==> src/rtl/pixel_stream_pkg.sv <==
// Shared types for the pixel stream tagger slice.
// Holds the default pixel width, the tagged-beat layout {data, eol, tlast},
// the tagger FSM state encoding and a constant-evaluable clog2 helper.
package pixel_stream_pkg;

  localparam int DEF_DATA_WIDTH = 8;

  // Tagged beat as stored by the core's output FIFO, at the default width.
  typedef struct packed {
    logic [DEF_DATA_WIDTH-1:0] data;
    logic                      eol;
    logic                      tlast;
  } beat_t;

  typedef enum logic {
    IDLE   = 1'b0,
    ACTIVE = 1'b1
  } state_t;

  function automatic int clog2(input int value);
    int res;
    int v;
    res = 0;
    v   = value - 1;
    while (v > 0) begin
      res = res + 1;
      v   = v >> 1;
    end
    return res;
  endfunction

endpackage

==> src/rtl/stream_skid_buffer.sv <==
// Generic 2-entry valid/ready register slice (main + skid), full throughput.
// Latency: 1 cycle up_dat -> dn_dat; up_rdy is a registered (~skid full) term.
// Backpressure: a stalled downstream parks one extra beat in skid, then up_rdy drops.
// Ports: clk, rst_n (sync, active-low); up_vld/up_rdy/up_dat upstream;
//        dn_vld/dn_rdy/dn_dat downstream; skid_full occupancy flag.
module stream_skid_buffer #(
  parameter int WIDTH = 10
) (
  input  logic             clk,
  input  logic             rst_n,
  input  logic             up_vld,
  output logic             up_rdy,
  input  logic [WIDTH-1:0] up_dat,
  output logic             dn_vld,
  input  logic             dn_rdy,
  output logic [WIDTH-1:0] dn_dat,
  output logic             skid_full
);

  logic             main_vld;
  logic             skid_vld;
  logic [WIDTH-1:0] main_dat;
  logic [WIDTH-1:0] skid_dat;
  logic             up_hs;
  logic             dn_hs;

  // Ready depends only on registered skid state; held low throughout reset.
  assign up_rdy    = rst_n & ~skid_vld;
  assign up_hs     = up_vld & up_rdy;
  assign dn_hs     = main_vld & dn_rdy;
  assign dn_vld    = main_vld;
  assign dn_dat    = main_dat;
  assign skid_full = skid_vld;

  always_ff @(posedge clk) begin
    if (!rst_n) begin
      main_vld <= 1'b0;
      skid_vld <= 1'b0;
      main_dat <= '0;
      skid_dat <= '0;
    end else if (dn_hs) begin
      // Skid holds the older beat, so it always wins the refill of main.
      // up_hs cannot coincide with a full skid since up_rdy is low then.
      if (skid_vld) begin
        main_dat <= skid_dat;
        skid_vld <= 1'b0;
      end else if (up_hs) begin
        main_dat <= up_dat;
      end else begin
        main_vld <= 1'b0;
      end
    end else if (up_hs) begin
      if (main_vld) begin
        skid_dat <= up_dat;
        skid_vld <= 1'b1;
      end else begin
        main_dat <= up_dat;
        main_vld <= 1'b1;
      end
    end
  end

endmodule

==> src/rtl/pixel_stream_tagger.sv <==
// Pixel stream front end: counts col/row and tags each pixel with EOL and frame tlast.
// Latency: 1 cycle s_data -> m_data through a 2-entry skid buffer, 1 beat/clk sustained.
// Backpressure: m_ready low fills main then skid; s_ready drops only when skid is full.
// Ports: clk, rst_n (sync, active-low); s_valid/s_ready/s_data/s_tlast upstream;
//        m_valid/m_ready/m_data/m_EOL/m_tlast to core; frame_done pulse; busy;
//        err_early_tlast / err_late_tlast sticky framing errors.
// Build option: define FRAME_CHECK_EN to compare s_tlast with the counter framing;
// without it s_tlast is ignored and both error flags are tied low.
module pixel_stream_tagger
  import pixel_stream_pkg::*;
#(
  parameter int DATA_WIDTH = DEF_DATA_WIDTH,
  parameter int IMG_WIDTH  = 64,
  parameter int IMG_HEIGHT = 64,
  parameter int COL_W      = 6,
  parameter int ROW_W      = 6
) (
  input  logic                  clk,
  input  logic                  rst_n,
  input  logic                  s_valid,
  output logic                  s_ready,
  input  logic [DATA_WIDTH-1:0] s_data,
  input  logic                  s_tlast,
  output logic                  m_valid,
  input  logic                  m_ready,
  output logic [DATA_WIDTH-1:0] m_data,
  output logic                  m_EOL,
  output logic                  m_tlast,
  output logic                  frame_done,
  output logic                  busy,
  output logic                  err_early_tlast,
  output logic                  err_late_tlast
);

  // Same layout as the package beat_t, sized by this instance's DATA_WIDTH.
  typedef struct packed {
    logic [DATA_WIDTH-1:0] data;
    logic                  eol;
    logic                  tlast;
  } tag_beat_t;

  localparam logic [COL_W-1:0] COL_LAST = COL_W'(IMG_WIDTH - 1);
  localparam logic [ROW_W-1:0] ROW_LAST = ROW_W'(IMG_HEIGHT - 1);

  if (COL_W < clog2(IMG_WIDTH) || IMG_WIDTH < 2) begin : g_col_chk
    $error("pixel_stream_tagger: IMG_WIDTH must be >= 2 and fit in COL_W");
  end
  if (ROW_W < clog2(IMG_HEIGHT) || IMG_HEIGHT < 1) begin : g_row_chk
    $error("pixel_stream_tagger: IMG_HEIGHT must be >= 1 and fit in ROW_W");
  end

  state_t           state;
  state_t           state_nxt;
  logic [COL_W-1:0] col;
  logic [ROW_W-1:0] row;
  logic             i_hs;
  logic             o_hs;
  logic             at_eol;
  logic             at_last;
  logic             early;
  logic             beat_eol;
  logic             beat_tlast;
  logic             skid_full;
  tag_beat_t        in_beat;
  tag_beat_t        out_beat;

  assign i_hs    = s_valid & s_ready;
  assign o_hs    = m_valid & m_ready;
  assign at_eol  = (col == COL_LAST);
  assign at_last = at_eol & (row == ROW_LAST);

`ifdef FRAME_CHECK_EN
  logic err_early_q;
  logic err_late_q;

  // An upstream end-of-frame ahead of the counters truncates the frame here.
  assign early = s_tlast & ~at_last;

  always_ff @(posedge clk) begin
    if (!rst_n) begin
      err_early_q <= 1'b0;
      err_late_q  <= 1'b0;
    end else if (i_hs) begin
      if (early) begin
        err_early_q <= 1'b1;
      end
      if (at_last && !s_tlast) begin
        err_late_q <= 1'b1;
      end
    end
  end

  assign err_early_tlast = err_early_q;
  assign err_late_tlast  = err_late_q;
`else
  logic unused_s_tlast;

  assign unused_s_tlast  = s_tlast;
  assign early           = 1'b0;
  assign err_early_tlast = 1'b0;
  assign err_late_tlast  = 1'b0;
`endif

  assign beat_eol   = at_eol | early;
  assign beat_tlast = at_last | early;

  // Counters advance per accepted pixel; any tlast beat (counted or early) resyncs to 0/0.
  always_ff @(posedge clk) begin
    if (!rst_n) begin
      col <= '0;
      row <= '0;
    end else if (i_hs) begin
      if (beat_tlast) begin
        col <= '0;
        row <= '0;
      end else if (at_eol) begin
        col <= '0;
        row <= row + ROW_W'(1);
      end else begin
        col <= col + COL_W'(1);
      end
    end
  end

  always_ff @(posedge clk) begin
    if (!rst_n) begin
      state <= IDLE;
    end else begin
      state <= state_nxt;
    end
  end

  // A single-beat (early-truncated) frame never leaves IDLE.
  always_comb begin
    state_nxt = state;
    case (state)
      IDLE:    if (i_hs && !beat_tlast) state_nxt = ACTIVE;
      ACTIVE:  if (i_hs && beat_tlast)  state_nxt = IDLE;
      default: state_nxt = IDLE;
    endcase
  end

  assign in_beat.data  = s_data;
  assign in_beat.eol   = beat_eol;
  assign in_beat.tlast = beat_tlast;

  stream_skid_buffer #(
    .WIDTH($bits(tag_beat_t))
  ) u_skid (
    .clk       (clk),
    .rst_n     (rst_n),
    .up_vld    (s_valid),
    .up_rdy    (s_ready),
    .up_dat    (in_beat),
    .dn_vld    (m_valid),
    .dn_rdy    (m_ready),
    .dn_dat    (out_beat),
    .skid_full (skid_full)
  );

  assign m_data  = out_beat.data;
  assign m_EOL   = out_beat.eol;
  assign m_tlast = out_beat.tlast;

  always_ff @(posedge clk) begin
    if (!rst_n) begin
      frame_done <= 1'b0;
    end else begin
      frame_done <= o_hs & out_beat.tlast;
    end
  end

  assign busy = (state == ACTIVE) | m_valid | skid_full;

endmodule

==> config.mk <==
export PLATFORM = sky130hd
export DESIGN_NAME = pixel_stream_tagger
export DESIGN_NICKNAME = d
export VERILOG_FILES = /design/src/rtl/pixel_stream_pkg.sv /design/src/rtl/stream_skid_buffer.sv /design/src/rtl/pixel_stream_tagger.sv
export SDC_FILE = /design/constraint.sdc
export NUM_CORES = 1
export LEC_CHECK = 0
export BUFFER_PORTS_ARGS = -buffer_cell sky130_fd_sc_hd__buf_2
export CAP_MARGIN = 20
export CORE_UTILIZATION = 35
export CTS_CLUSTER_DIAMETER = 80
export DETAILED_ROUTE_END_ITERATION = 8
export GPL_ROUTABILITY_DRIVEN = 1
export PLACE_DENSITY = 0.58
export SLEW_MARGIN = 20
export SYNTH_ARGS = -nofsm -noshare
export SYNTH_HDL_FRONTEND = slang
export SYNTH_SLANG_ARGS = --single-unit
==> constraint.sdc <==
create_clock -name clk -period 4.9 [get_ports clk]
set_input_delay 0.98 -clock clk [delete_from_list [all_inputs] [get_ports clk]]
set_output_delay 0.98 -clock clk [all_outputs]
set_load 0.005 [all_outputs]
==> out/metrics.csv <==
metric,value,unit
status,finished clean,
top_reg_cell synth,dfxtp_1,
Synth Warn #,0,
Top-Level Pins,29,
dpl cell area,1740,µm²
CTS max path bufs,2,
maximum VDD drop,0.000282,V
routed via count,1261,
Syn Area/Cell,8.90,µm²
post-synth cell types,36,
final setup fails,0,
Yosys reg bits,36,
Slew Limit Fails,0,
post-CTS sizing,0,
DP Worst Slack,1.96,ns
hold path depth,2,
maxcap violations,0,
post-CTS setup buffers,0,
Setup Skew,0.00232,ns
CP startpoint kind,input pin,
HPWL Detailed,2090,µm
Post-Route WL,3110,µm
Area contributors post-synth,"dfxtp_1 45%, mux2i_1 12%, a21oi_1 4.7%, nor2b_1 4.3%, o21ai_0 4.0%",
RSZ-0062 raised after global routing,false,
Final Hold Vio Count,0,
Ant. Diodes,0,
clock sinks,36,
DR vias/cell,4.93,
WP data arrival,1.98,ns
cell area after layout,1900,µm²
CP Capture Type,primary output,
largest net degree at the start of global routing,38,
Crit path depth,4,
H-tree Lvls,2,
Fillers,446,
Syn-to-layout area delta,18.1,%
Yosys top cell by area,dfxtp_1,
CTS tree,built,
CP top delay family,buffers and inverters,
antenna violations before repair,0,
die height,69.8,µm
TritonRoute pass-1 iters,4,
leak pwr,0.000780,µW
mapped cell area,1610,µm²
Rel. slew slack,39.9,%
Reg2Reg Setup Slack,3.05,ns
TNS Setup,0,ns
Worst-Skew Late Latency,0.29,ns
Synth top area share,44.8,%
post-synthesis sequential area ratio,44.8,%
Routed Antenna Nets,0,
"Critical Path, Cell by Cell",buf_2 -> inv_1 -> nor2_1 -> buf_2,
Async SR Flop Fraction,0,%
CP max FO,37,
nets@finish,218,
Worst-Margin Slew,0.896,ns
initial core utilization,36.7,%
die width,69.8,µm
fin crit period,2.96,ns
"most used cell, CP",buf_2,
GPL Wtd Cong,0.690,
CP Data Required Time,3.92,ns
fin crit share,60.4,%
worst setup margin,1.94,ns
WL per Instance,12.1,µm
core area,4380,µm²
number of DRC markers in iteration 0,45,
global-route wire length before repair,5510,µm
layout cells sized above 1,18.6,%
crit path kind,in2out,
CTS buffer count,5,
CTS root buffer,clkbuf_8,
worst reg2reg path depth,5,
Site Rows,24,
Crit path buffers/inverters,3,
gr ovfl total,0,
"Slowest-stage cell, CP",buf_2,
fmax,0.338,GHz
Crit path largest cell delay,0.46,ns
total power,735,µW
Mapped Cells,181,
overall routing resource usage,14.3,%
hold crit path type,reg2reg,
clock-pin slew on the worst setup and hold paths,0.07,ns
PwrDens,386,nW/µm²
DIE AREA,4880,µm²
# hold bufs at CTS,0,
IO buf count,25,
vias in the first global route,1185,
Residual DRC,0,
Post-synth EDFFs,0,
==> cell usage after synthesis, types with 2 or more instances <==
library cell  instances
dfxtp_1              36
mux2i_1              19
nand2_1              17
a21oi_1              15
o21ai_0              13
nor2_1               11
nor2b_1              11
nand3_1               8
buf_2                 4
clkbuf_1              4
nor3_1                4
or3_1                 4
or2_2                 3
a211oi_1              2
a21boi_0              2
and2_1                2
buf_4                 2
ha_1                  2
inv_1                 2
nand4_1               2
nand4b_1              2
xnor2_1               2
==> registers in the layout, summed over array words and instances (netlist names), named ones only <==
signal and flops:
col 6, frame_done 1, row 6, u_skid.dn_dat 10, u_skid.dn_vld 1, u_skid.skid_dat 10, u_skid.skid_full 1
==> where the power goes <==
group	switching [µW]	internal, µW	total [µW]
Combinational	30.7	25.0	55.7
Clock	109	255	364
Sequential	9.29	306	315
Total	149	585	735
==> path summary, 6_finish.rpt <==
path	start	end
hold / removal	u_skid.dn_dat[0]$_SDFFE_PN0P_	frame_done$_SDFF_PN0_
hold reg to reg	u_skid.dn_dat[0]$_SDFFE_PN0P_	frame_done$_SDFF_PN0_
setup reg to reg	col[0]$_SDFFE_PN0N_	row[3]$_SDFFE_PN0P_
setup / recovery	rst_n	s_ready
==> metal layers <==
metal / global-route usage (%) / wire length [µm]
met1: 18.2 / 1600
met2: 21.5 / 1340
met3: 6.10 / 141
met4: 5.33 / 28
met5: 0 / 0
==> per-stage QoR <==
| step | instances | utilization [%] | hold slack, ns |
|---|---|---|---|
| after floorplan | 182 | - | 0.435 |
| after global placement | 248 | 39.8 | 0.448 |
| after detailed placement | 248 | 39.8 | 0.443 |
| after CTS | 256 | 43.4 | 0.454 |
| after global routing | 256 | 43.4 | 0.479 |
| final | 256 | 43.4 | 0.456 |
==> worst min-delay path, stage by stage, from the launching register on <==
cell and delay [ns]:
dfxtp_1 0.33, nand2_1 0.06, nor2_1 0.03
==> layout make-up <==
cell class              count  area, µm²  share of cell area [%]
multi-input cells         133        825                    43.4
flip-flops and latches     36        721                    37.9
repair buffers             25        125                    6.58
clock inverters             3       90.1                    4.74
clock buffers               5       68.8                    3.62
well taps                  52       65.1                    3.42
inverters                   2       7.51                   0.395
==> logic make-up after synthesis <==
logic type | Yosys count | share of synthesized area, %
AND/OR/NAND/NOR | 69 | 22.5
AO/OA/AOI/OAI | 39 | 13.8
flip-flops | 36 | 44.8
multiplexers | 19 | 11.8
buffers and inverters | 13 | 4.27
adder cells (fa/ha/maj) | 2 | 1.55
XOR/XNOR | 2 | 1.09
other | 1 | 0.233
==> cell usage in the layout, fill, tap and decap left out, types with 2 or more instances in the layout <==
cell type / n
a211oi_1: 2
and2_1: 2
or2_2: 3
xnor2_1: 2
buf_2: 25
dfxtp_1: 36
o21ai_0: 13
nand2_1: 17
nor3_1: 4
nor2b_1: 11
bufinv_16: 3
clkbuf_8: 5
mux2i_1: 19
inv_1: 2
conb_1: 2
nand4_1: 2
a21oi_1: 15
nand4b_1: 2
a21boi_0: 2
nor2_1: 11
nand3_1: 8
or3_1: 4
ha_1: 2
No activity file was read; power rests on OpenSTA's default activity.
